`config.mk`:
```
export PLATFORM = sky130hd
export DESIGN_NAME = coeff_stream_decoder
export DESIGN_NICKNAME = d
export VERILOG_FILES = /design/src/rtl/coeff_codec_pkg.sv /design/src/rtl/dc_predictor_bank.sv /design/src/rtl/coeff_stream_decoder.sv
export SDC_FILE = /design/constraint.sdc
export NUM_CORES = 1
export LEC_CHECK = 0
export ABC_AREA = 1
export ABC_CLOCK_PERIOD_IN_PS = 6900
export BUFFER_PORTS_ARGS = -buffer_cell sky130_fd_sc_hd__buf_2
export CORE_UTILIZATION = 52
export CTS_CLUSTER_DIAMETER = 120
export CTS_CLUSTER_SIZE = 8
export DETAILED_ROUTE_END_ITERATION = 12
export HOLD_SLACK_MARGIN = 0.1
export PLACE_DENSITY_LB_ADDON = 0.1
export SYNTH_ARGS = -nofsm -noshare
export SYNTH_HDL_FRONTEND = slang
export SYNTH_SLANG_ARGS = --single-unit
```
`constraint.sdc`:
```
create_clock -name clk_in -period 6.9 [get_ports clk_in]
set_input_delay 0.345 -clock clk_in [delete_from_list [all_inputs] [get_ports clk_in]]
set_output_delay 0.345 -clock clk_in [all_outputs]
set_load 0.02 [all_outputs]
```
`src/rtl/coeff_codec_pkg.sv`:
```
// ---------------------------------------------------------------------------
// coeff_codec_pkg
//   Shared definitions for the coefficient stream codec.
//   - RUN_ZRL / RUN_EOB : run values that mark the zero-size marker symbols
//   - DEF_BLOCK_LEN / DEF_IDX_W : default block geometry
//   - sym_kind_e : classification of an incoming (run, size, dc) symbol
//   - sign_extend() : amplitude-category decode. The encoder side uses the
//     same function when it computes sizes, so both directions agree.
// ---------------------------------------------------------------------------
package coeff_codec_pkg;

  localparam int DEF_BLOCK_LEN = 64;
  localparam int DEF_IDX_W     = $clog2(DEF_BLOCK_LEN);

  localparam logic [3:0] RUN_ZRL = 4'd15;
  localparam logic [3:0] RUN_EOB = 4'd0;

  // Wide working width for sign_extend; callers truncate to their COEFF_W.
  localparam int SE_W = 32;

  typedef enum logic [2:0] {
    SYM_DC,
    SYM_AC,
    SYM_ZRL,
    SYM_EOB,
    SYM_BAD
  } sym_kind_e;

  // Amplitude decode: a leading 1 in the low 'size' bits means a positive
  // value taken as-is; a leading 0 means a negative value equal to the raw
  // bits minus (2^size - 1). Bits at or above 'size' are ignored.
  function automatic logic signed [SE_W-1:0] sign_extend(
    input logic [SE_W-1:0] value,
    input logic [4:0]      size
  );
    logic [SE_W-1:0] mask;
    logic [SE_W-1:0] low;
    mask = (SE_W'(1) << size) - SE_W'(1);
    low  = value & mask;
    if (size == 5'd0) begin
      return '0;
    end
    if (low[size - 5'd1]) begin
      return signed'(low);
    end
    return signed'(low - mask);
  endfunction

endpackage

```
`src/rtl/dc_predictor_bank.sv`:
```
// ---------------------------------------------------------------------------
// dc_predictor_bank
//   One DC predictor register per colour channel.
//   Ports:
//     clk_in, rst_in     : clock, synchronous active-low reset
//     clear_in           : synchronous clear of every predictor (restart)
//     rd_chan_in         : combinational read address
//     rd_data_out        : predictor value for rd_chan_in
//     wr_en_in           : write strobe
//     wr_chan_in         : write address
//     wr_data_in         : new predictor value
//   A write coincident with clear_in wins for its own entry, so a symbol that
//   arrives together with a restart leaves its freshly decoded value behind.
// ---------------------------------------------------------------------------
module dc_predictor_bank
  import coeff_codec_pkg::*;
#(
  parameter int NUM_CHANNELS = 3,
  parameter int COEFF_W      = 12,
  parameter int CH_W         = 2
) (
  input  logic                      clk_in,
  input  logic                      rst_in,
  input  logic                      clear_in,
  input  logic [CH_W-1:0]           rd_chan_in,
  output logic signed [COEFF_W-1:0] rd_data_out,
  input  logic                      wr_en_in,
  input  logic [CH_W-1:0]           wr_chan_in,
  input  logic signed [COEFF_W-1:0] wr_data_in
);

  logic signed [COEFF_W-1:0] r_pred [NUM_CHANNELS];

  // NOTE: this register file is reset entry by entry on purpose: a restart
  // must clear every predictor in one cycle, so it cannot live in a RAM.
  always_ff @(posedge clk_in) begin
    if (!rst_in) begin
      for (int i = 0; i < NUM_CHANNELS; i++) begin
        r_pred[i] <= '0;
      end
    end else begin
      if (clear_in) begin
        for (int i = 0; i < NUM_CHANNELS; i++) begin
          r_pred[i] <= '0;
        end
      end
      if (wr_en_in) begin
        r_pred[wr_chan_in] <= wr_data_in;
      end
    end
  end

  assign rd_data_out = r_pred[rd_chan_in];

endmodule

```
`src/rtl/coeff_stream_decoder.sv`:
```
// ---------------------------------------------------------------------------
// coeff_stream_decoder
//   Turns (run, size, amplitude) symbols into signed coefficients tagged with
//   their zigzag index, tracking a DC predictor per channel and handling the
//   EOB / ZRL markers. One-cycle latency, valid/ready on both sides.
//   Ports:
//     clk_in, rst_in            : clock, synchronous active-low reset
//     valid_in / ready_out      : symbol handshake
//     value_in, size_in, run_in : raw amplitude bits, category, zero run
//     dc_in, chan_in            : DC flag and channel of the current block
//     restart_in                : clear predictors and position (no handshake)
//     value_out, index_out      : decoded coefficient and zigzag position
//     chan_out, last_out        : channel and end-of-block flag of the beat
//     valid_out / ready_in      : beat handshake
//     err_out                   : sticky protocol error
// ---------------------------------------------------------------------------
module coeff_stream_decoder
  import coeff_codec_pkg::*;
#(
  parameter int NUM_CHANNELS = 3,
  parameter int MAX_SIZE     = 11,
  parameter int COEFF_W      = 12,
  parameter int BLOCK_LEN    = DEF_BLOCK_LEN,
  parameter bit DELTA_DECODE = 1'b1,
  localparam int IDX_W = $clog2(BLOCK_LEN),
  localparam int SZ_W  = $clog2(MAX_SIZE + 1),
  localparam int CH_W  = (NUM_CHANNELS > 1) ? $clog2(NUM_CHANNELS) : 1
) (
  input  logic                      clk_in,
  input  logic                      rst_in,
  input  logic                      valid_in,
  output logic                      ready_out,
  input  logic [MAX_SIZE-1:0]       value_in,
  input  logic [SZ_W-1:0]           size_in,
  input  logic [3:0]                run_in,
  input  logic                      dc_in,
  input  logic [CH_W-1:0]           chan_in,
  input  logic                      restart_in,
  output logic signed [COEFF_W-1:0] value_out,
  output logic [IDX_W-1:0]          index_out,
  output logic [CH_W-1:0]           chan_out,
  output logic                      last_out,
  output logic                      valid_out,
  input  logic                      ready_in,
  output logic                      err_out
);

  // Position arithmetic needs headroom for pos + 16 and pos + run.
  localparam int PW = IDX_W + 5;
  localparam logic [PW-1:0]    LAST_POS = PW'(BLOCK_LEN - 1);
  localparam logic [IDX_W-1:0] LAST_IDX = IDX_W'(BLOCK_LEN - 1);

  logic                      r_valid;
  logic                      r_last;
  logic                      r_err;
  logic signed [COEFF_W-1:0] r_value;
  logic [IDX_W-1:0]          r_index;
  logic [CH_W-1:0]           r_chan;
  logic [IDX_W-1:0]          r_pos;

  logic                      w_ready;
  logic                      w_accept;
  logic                      w_chan_ok;
  logic [CH_W-1:0]           w_pred_chan;
  logic signed [COEFF_W-1:0] w_pred_rd;
  logic signed [COEFF_W-1:0] w_pred;
  logic signed [COEFF_W-1:0] w_ext;
  logic signed [COEFF_W-1:0] w_dc_val;
  logic [PW-1:0]             w_pos_eff;
  logic [PW-1:0]             w_p;
  logic [PW-1:0]             w_zrl_p;

  sym_kind_e                 w_kind;
  logic                      w_emit;
  logic signed [COEFF_W-1:0] w_beat_val;
  logic [IDX_W-1:0]          w_beat_idx;
  logic                      w_beat_last;
  logic [IDX_W-1:0]          w_next_pos;
  logic                      w_err;
  logic                      w_pred_we;

  assign w_ready   = rst_in && (!r_valid || ready_in);
  assign w_accept  = valid_in && w_ready;
  assign ready_out = w_ready;

  // A restart in the same cycle as a symbol is applied first, so the symbol
  // sees a cleared predictor and position 0.
  assign w_pos_eff   = restart_in ? '0 : PW'(r_pos);
  assign w_chan_ok   = (int'(chan_in) < NUM_CHANNELS);
  assign w_pred_chan = w_chan_ok ? chan_in : '0;
  assign w_pred      = restart_in ? '0 : w_pred_rd;

  assign w_ext    = COEFF_W'(sign_extend(SE_W'(value_in), 5'(size_in)));
  assign w_dc_val = DELTA_DECODE ? (w_pred + w_ext) : w_ext;
  assign w_p      = w_pos_eff + PW'(run_in);
  assign w_zrl_p  = w_pos_eff + PW'(16);

  always_comb begin
    w_kind = SYM_BAD;
    if (int'(size_in) > MAX_SIZE) begin
      w_kind = SYM_BAD;
    end else if (dc_in) begin
      w_kind = SYM_DC;
    end else if (size_in != '0) begin
      w_kind = SYM_AC;
    end else if (run_in == RUN_ZRL) begin
      w_kind = SYM_ZRL;
    end else if (run_in == RUN_EOB) begin
      w_kind = SYM_EOB;
    end
  end

  // NOTE: every output of this block is given a default first so no path
  // leaves one unassigned, which would otherwise infer a latch.
  always_comb begin
    w_emit      = 1'b0;
    w_beat_val  = '0;
    w_beat_idx  = '0;
    w_beat_last = 1'b0;
    w_next_pos  = w_pos_eff[IDX_W-1:0];
    w_err       = !w_chan_ok;
    w_pred_we   = 1'b0;
    unique case (w_kind)
      SYM_DC: begin
        w_emit     = 1'b1;
        w_beat_val = w_dc_val;
        w_next_pos = IDX_W'(1);
        w_pred_we  = DELTA_DECODE;
        if (w_pos_eff != '0) w_err = 1'b1;
      end
      SYM_AC: begin
        if (w_p <= LAST_POS) begin
          w_emit      = 1'b1;
          w_beat_val  = w_ext;
          w_beat_idx  = w_p[IDX_W-1:0];
          w_beat_last = (w_p == LAST_POS);
          w_next_pos  = (w_p == LAST_POS) ? '0 : (w_p[IDX_W-1:0] + IDX_W'(1));
        end else begin
          w_err      = 1'b1;
          w_next_pos = '0;
        end
      end
      SYM_ZRL: begin
        if (w_zrl_p > LAST_POS) begin
          w_err      = 1'b1;
          w_next_pos = '0;
        end else begin
          w_next_pos = w_zrl_p[IDX_W-1:0];
        end
      end
      SYM_EOB: begin
        w_emit      = 1'b1;
        w_beat_idx  = LAST_IDX;
        w_beat_last = 1'b1;
        w_next_pos  = '0;
      end
      default: begin
        w_err = 1'b1;
      end
    endcase
  end

  dc_predictor_bank #(
    .NUM_CHANNELS (NUM_CHANNELS),
    .COEFF_W      (COEFF_W),
    .CH_W         (CH_W)
  ) u_pred_bank (
    .clk_in      (clk_in),
    .rst_in      (rst_in),
    .clear_in    (restart_in),
    .rd_chan_in  (w_pred_chan),
    .rd_data_out (w_pred_rd),
    .wr_en_in    (w_accept && w_pred_we),
    .wr_chan_in  (w_pred_chan),
    .wr_data_in  (w_dc_val)
  );

  // NOTE: state is updated with non-blocking assignments so every register
  // samples the pre-edge values, independent of statement order.
  always_ff @(posedge clk_in) begin
    if (!rst_in) begin
      r_valid <= 1'b0;
      r_last  <= 1'b0;
      r_err   <= 1'b0;
      r_value <= '0;
      r_index <= '0;
      r_chan  <= '0;
      r_pos   <= '0;
    end else begin
      if (w_accept && w_emit) begin
        r_valid <= 1'b1;
        r_value <= w_beat_val;
        r_index <= w_beat_idx;
        r_chan  <= chan_in;
        r_last  <= w_beat_last;
      end else if (r_valid && ready_in) begin
        r_valid <= 1'b0;
      end

      if (w_accept) begin
        r_pos <= w_next_pos;
      end else if (restart_in) begin
        r_pos <= '0;
      end

      if (w_accept && w_err) begin
        r_err <= 1'b1;
      end
    end
  end

  assign value_out = r_value;
  assign index_out = r_index;
  assign chan_out  = r_chan;
  assign last_out  = r_last;
  assign valid_out = r_valid;
  assign err_out   = r_err;

endmodule

```
==> impl_metrics.toml, run 1 <==
[sta]
max_freq_mhz = 218
rsz0062_at_grt = "no"
relSlewSlack_pct = 23.0
whs_ns = 0.265
drv_slew = 0
finalSetupViolCount = 0
finalCritPeriodShare_pct = 66.4
worst_pin_slew_ns = 1.15
setup_tns_ns = 0
hold_violations = 0
finalClockSkew_ns = 0.0154
fin_crit_ns = 4.58

[clock_network]
post_cts_buffers = 0
cts.sinks = 77
cts-root-buf = "clkbuf_8"
cts_resized = 0
clk_pin_slew_worst_paths_ns = 0.10
cts-buffers-inserted = 9
hold_buffers = 0
worstSkewPairLatency_ns = 0.36
htreeDepth = 3
clock_path_buffers = 2
cts_tree = "built"

[setup_path]
end_kind = "flop"
cp-start-kind = "primary input"
rrSetupSlack_ns = 2.92
crit_fanout = 18
cpMaxStageDelayCell = "fa_1"
max_stage_delay_ns = 0.41
r2r_cells = 18
crit_top_cell = "nand2_1"
cp_data_arrival_time_ns = 4.86
path_class = "in -> reg"
cp.required_ns = 7.18

[logic_synthesis]
yosysWarnings = 0
synthDistinctLibCells = 43
postSynthAreaPerCell_um2 = 7.25
syn_inst = 754
synth_edf_count = 48
synth_area_mm2 = 0.00547
synth_async_sr_flop_share_pct = 0
synth-seq-cells = 77
yosysSeqAreaShare_pct = 37.0
synth_flop_cell = "edfxtp_1"
mappedNetlistNets = 813

[final_layout]
stdcell_area_mm2 = 0.00596
layout_commonest_cell = "nand2_1"
nNetsFinal = 849
drive_gt1_share_pct = 13.2
area_delta_synth_final_pct = 8.92
layout_common_cells = "nand2_1, nor2_1, inv_1"
post-route-util_pct = 58.0
final_cells = 931
num_antenna_cells = 0

[grt]
grt_pass1_wl_um = 22600
antenna_found_initial = 0
grt_usage_pct = 26.1
grt_pass1_vias = 4763
grt_max_degree = 31
gr-total-overflow = 0

[floorplanning]
die_x_um = 105
initial_core_util_pct = 53.2
die_h_um = 105
core_mm2 = 0.0103
top_level_ports = 51
num_rows = 37
dieArea_mm2 = 0.0109

[pwr]
p_comb_share_pct = 31.1
p_per_area_mw_per_mm2 = 209
ir_worst_vdd_mv = 0.115
clkPwrFrac_pct = 26.6
pwr-share-seq_pct = 42.3
p_sw_share_pct = 37.3
leakage_nw = 2.95
p_sw_mw = 0.466
p_int_mw = 0.782

[place]
dp_hpwl_um = 10500
gp_congestion = 0.931
dp.cells = 915
portBuffers = 50
placed_area_mm2 = 0.00577

[route]
detail_route.wl_per_cell_um = 14.8
drc = 0
vias = 5050
wirelength_um = 13800
firstDrtPassIters = 5
first_iter_violations = 297
wl_met3_um = 625
drtAntennaViolNets = 0
wl_met2_um = 6970
vias_per_cell = 5.42
drt-met1-wl_um = 5990
dr.max_layer_used = "met4"

[hold_path]
hold_depth = 4
hp-class = "in -> reg"

[flow_run]
maxCapViolations = 0

[outcome]
outcome = "finished clean"
[cell type report]
type	instances	area, µm²
Timing Repair Buffer	50	250
Sequential cell	77	2020
Clock inverter	7	65.1
Clock buffer	9	124
Tap cell	136	170
Inverter	111	419
Fill cell	1003	4320
Multi-Input combinational cell	541	2910
[sequential cells by signal, indices dropped and copies added (netlist names)]
name                count
r_pos                   6
valid_out               1
chan_out                2
last_out                1
value_out              12
err_out                 1
u_pred_bank.r_pred     48
index_out               6
[cell usage after synthesis (6+ instances only)]
library cell / instances / share of area, %
dfxtp_1: 29 / 11
a31oi_1: 8 / 0.92
nand4_1: 10 / 1.1
o21ai_1: 14 / 1.3
inv_2: 6 / 0.41
xor2_1: 11 / 1.8
o21ai_0: 48 / 4.4
buf_2: 7 / 0.64
nand2_1: 149 / 10
clkbuf_1: 15 / 1.0
nand3_2: 8 / 1.5
ha_1: 30 / 6.9
xnor2_1: 6 / 0.96
inv_1: 104 / 7.1
edfxtp_1: 48 / 26
nor2_1: 110 / 7.5
nand2_2: 8 / 0.92
a21oi_1: 45 / 4.1
nand3_1: 46 / 4.2
[power by group through the flow]
stage	logic (mW)	clock network [mW]	registers, mW
after detailed placement	0.384	0	0.539
final	0.388	0.331	0.528
after global placement	0.375	0	0.538
after floorplan	0.279	0	0.547
after CTS	0.386	0.335	0.528
after global routing	0.435	0.360	0.530
[worst paths after layout]
kind	from	to
worst max register to register	r_pos[0]	index_out[5]
worst min register to register	err_out	err_out
worst max-delay path	size_in[0]	value_out[10]
worst min-delay path	ready_in	valid_out
[logic make-up (layout without fill, tap and decap cells)]
group,after synthesis,count (layout),share of synthesized area [%]
and+or+nand+nor,351,351,28.3
buffers and inverters,136,177,9.88
xor gates and xnor gates,17,17,2.72
adders and majority gates,32,32,7.60
AOI/OAI and AO/OA,141,141,14.6
DFF,77,77,37.0
[metal layers]
metal	GRT usage (%)	up-vias
li1	-	2560
met1	32.9	2335
met2	45.6	135
met3	3.68	20
met4	8.47	0
met5	0	-
[critical path, delay by kind of cell]
kind | cells | cell delay, ns
compound gates | 8 | 1.07
simple gates | 13 | 1.38
buf+inv | 4 | 0.56
fa+ha+maj | 4 | 1.25
xor+xnor | 1 | 0.24
[metrics by stage]
stage	power, mW	worst slack, ns
finish	1.25	2.32
global route	1.33	1.93
CTS	1.25	2.34
detailed placement	0.922	1.97
global placement	0.913	2.20
floorplan	0.825	2.55
Note: power is estimated with default switching activity, not from simulation.
==> inputs of run 2 (changes only) <==
ABC_CLOCK_PERIOD_IN_PS = 3870   (was 6900)
clock period = 3.87 ns   (was 6.9 ns; I/O delays follow)
==> impl_metrics.toml, run 2 (same netlist as run 1, synthesis figures left out) <==
[sta]
hold_violations = 0
worst_pin_slew_ns = 0.730
rsz0062_at_grt = "yes"
whs_ns = 0.133
fin_crit_ns = 3.54
finalClockSkew_ns = 0.0139
finalSetupViolCount = 0
relSlewSlack_pct = 51.3
finalCritPeriodShare_pct = 91.4
max_freq_mhz = 283
drv_slew = 0
setup_tns_ns = 0

[final_layout]
layout_common_cells = "nand2_1, nor2_1, inv_1"
num_antenna_cells = 0
area_delta_synth_final_pct = 16.0
nFillCells = 952
drive_gt1_share_pct = 19.1
layout_commonest_cell = "nand2_1"
post-route-util_pct = 61.7
nNetsFinal = 892
top_register = "u_pred_bank.r_pred"
largest_reg_flops = 48

[setup_path]
cp-start-kind = "primary input"
rr_startpoint = "r_pos[0]"
rrSetupSlack_ns = 0.58
cp_data_arrival_time_ns = 3.63
worstPathCellList = "buf_2, inv_1, ha_1, nand2_1, ha_2, o31ai_1, a21oi_1, a21boi_1, nand2_1, nand2_2, nand2_4, inv_4, nand3_1, o21ai_2, ha_2, inv_1, fa_2, o221ai_2, buf_4, a21oi_1, o21ai_0, xor2_1, buf_4, nor2_1"
cp.required_ns = 3.97
max_stage_delay_ns = 0.36
cpMaxStageDelayCell = "fa_2"
end_kind = "flop"
path_class = "in -> reg"
crit_family = "adder cells"
crit_fanout = 8
reg2reg_to = "last_out"
r2r_cells = 18
crit_buf_inv = 6

[hold_path]
hold_depth = 3
hold_start = "chan_in[1]"
hold_path_end = "chan_out[1]"
hp-class = "in -> reg"

[clock_network]
worstSkewPairLatency_ns = 0.36
cts-buffers-inserted = 9
cts-root-buf = "clkbuf_8"
cts_tree = "built"
htreeDepth = 3
clk_pin_slew_worst_paths_ns = 0.09
cts.sinks = 77
clock_path_buffers = 2

[floorplanning]
die_h_um = 105
core_mm2 = 0.0103
num_rows = 37
initial_core_util_pct = 53.2
top_level_ports = 51
dieArea_mm2 = 0.0109
die_x_um = 105

[pwr]
p_int_mw = 1.47
leakage_nw = 3.16
p_sw_mw = 0.816
pwr-share-seq_pct = 41.2
p_sw_share_pct = 35.7
p_comb_share_pct = 35.0
clkPwrFrac_pct = 23.7
p_per_area_mw_per_mm2 = 360
ir_worst_vdd_mv = 0.158

[route]
vias_per_cell = 5.26
drc = 0
detail_route.wl_per_cell_um = 14.2
firstDrtPassIters = 6
vias = 5119
drtAntennaViolNets = 0
wirelength_um = 13800
first_iter_violations = 254

[grt]
grt_pass1_vias = 4933
antenna_found_initial = 0
grt_pass1_wl_um = 22700
grt_usage_pct = 26.4
grt_max_degree = 31
gr-total-overflow = 0

[outcome]
outcome = "finished clean"

[place]
dp_hpwl_um = 10800
gp_congestion = 0.899
portBuffers = 50

[flow_run]
maxCapViolations = 0
-- run 2: cell count changes in the layout (fill, tap and decap cells not counted), moves of 2 or more --
cell,previous run,this run
o21ai_1,14,16
o21ai_0,48,45
ha_1,30,26
ha_2,0,3
inv_8,2,0
nor2_1,110,108
nor2_2,2,4
clkbuf_1,0,2
buf_4,0,41
-- run 2: how the worst max path moves through the flow --
stage                           from                  endpoint  cells past startpoint
after CTS                 size_in[1]              value_out[9]                     27
final                     size_in[1]  u_pred_bank.r_pred[0][6]                     24
after global routing      size_in[1]             value_out[10]                     34
after detailed placement  size_in[1]              value_out[9]                     27
after global placement    size_in[1]              value_out[9]                     27
after floorplan           size_in[0]              value_out[6]                     28
-- run 2: power by group through the flow --
stage	clock network (mW)	registers [mW]	logic (mW)
after floorplan	0	0.975	0.501
after detailed placement	0	0.960	0.768
final	0.542	0.941	0.799
after global placement	0	0.959	0.756
after CTS	0.547	0.941	0.771
after global routing	0.585	0.945	0.895
-- run 2: final cells by class --
type | count | area, µm² | area share [%]
repair buffers | 93 | 588 | 9.27
clock inverters | 5 | 37.5 | 0.592
clock buffers | 11 | 131 | 2.07
inverters | 111 | 419 | 6.61
flip-flops and latches | 77 | 2020 | 31.9
well taps | 136 | 170 | 2.68
multi-input cells | 541 | 2970 | 46.9
-- run 2: metrics by stage --
stage               cells  total power [mW]  area, µm²  setup WS (ns)
finish                974              2.28       6340          0.334
global placement      955              1.71       6100      -0.000220
floorplan             754              1.48       5490         0.0273
global route          974              2.43       6340        -0.0294
detailed placement    955              1.73       6100        -0.0846
CTS                   972              2.26       6280          0.283
-- run 2: worst min-delay path: stages --
cell and delay, ns:
buf_2 0.11, inv_1 0.08, a21oi_1 0.06
-- run 2: timing repair --
item	CTS	global route
endpoints found under the hold margin	1	0
resized for setup	0	14
endpoints found under the setup margin	0	19
buffers inserted	0	2
hold buffers	1	0
-- run 2: metal layers --
layer / track usage, % / routed length, µm
met1: 32.1 / 6090
met2: 47.0 / 6850
met3: 4.55 / 599
met4: 9.18 / 265
met5: 0 / 0
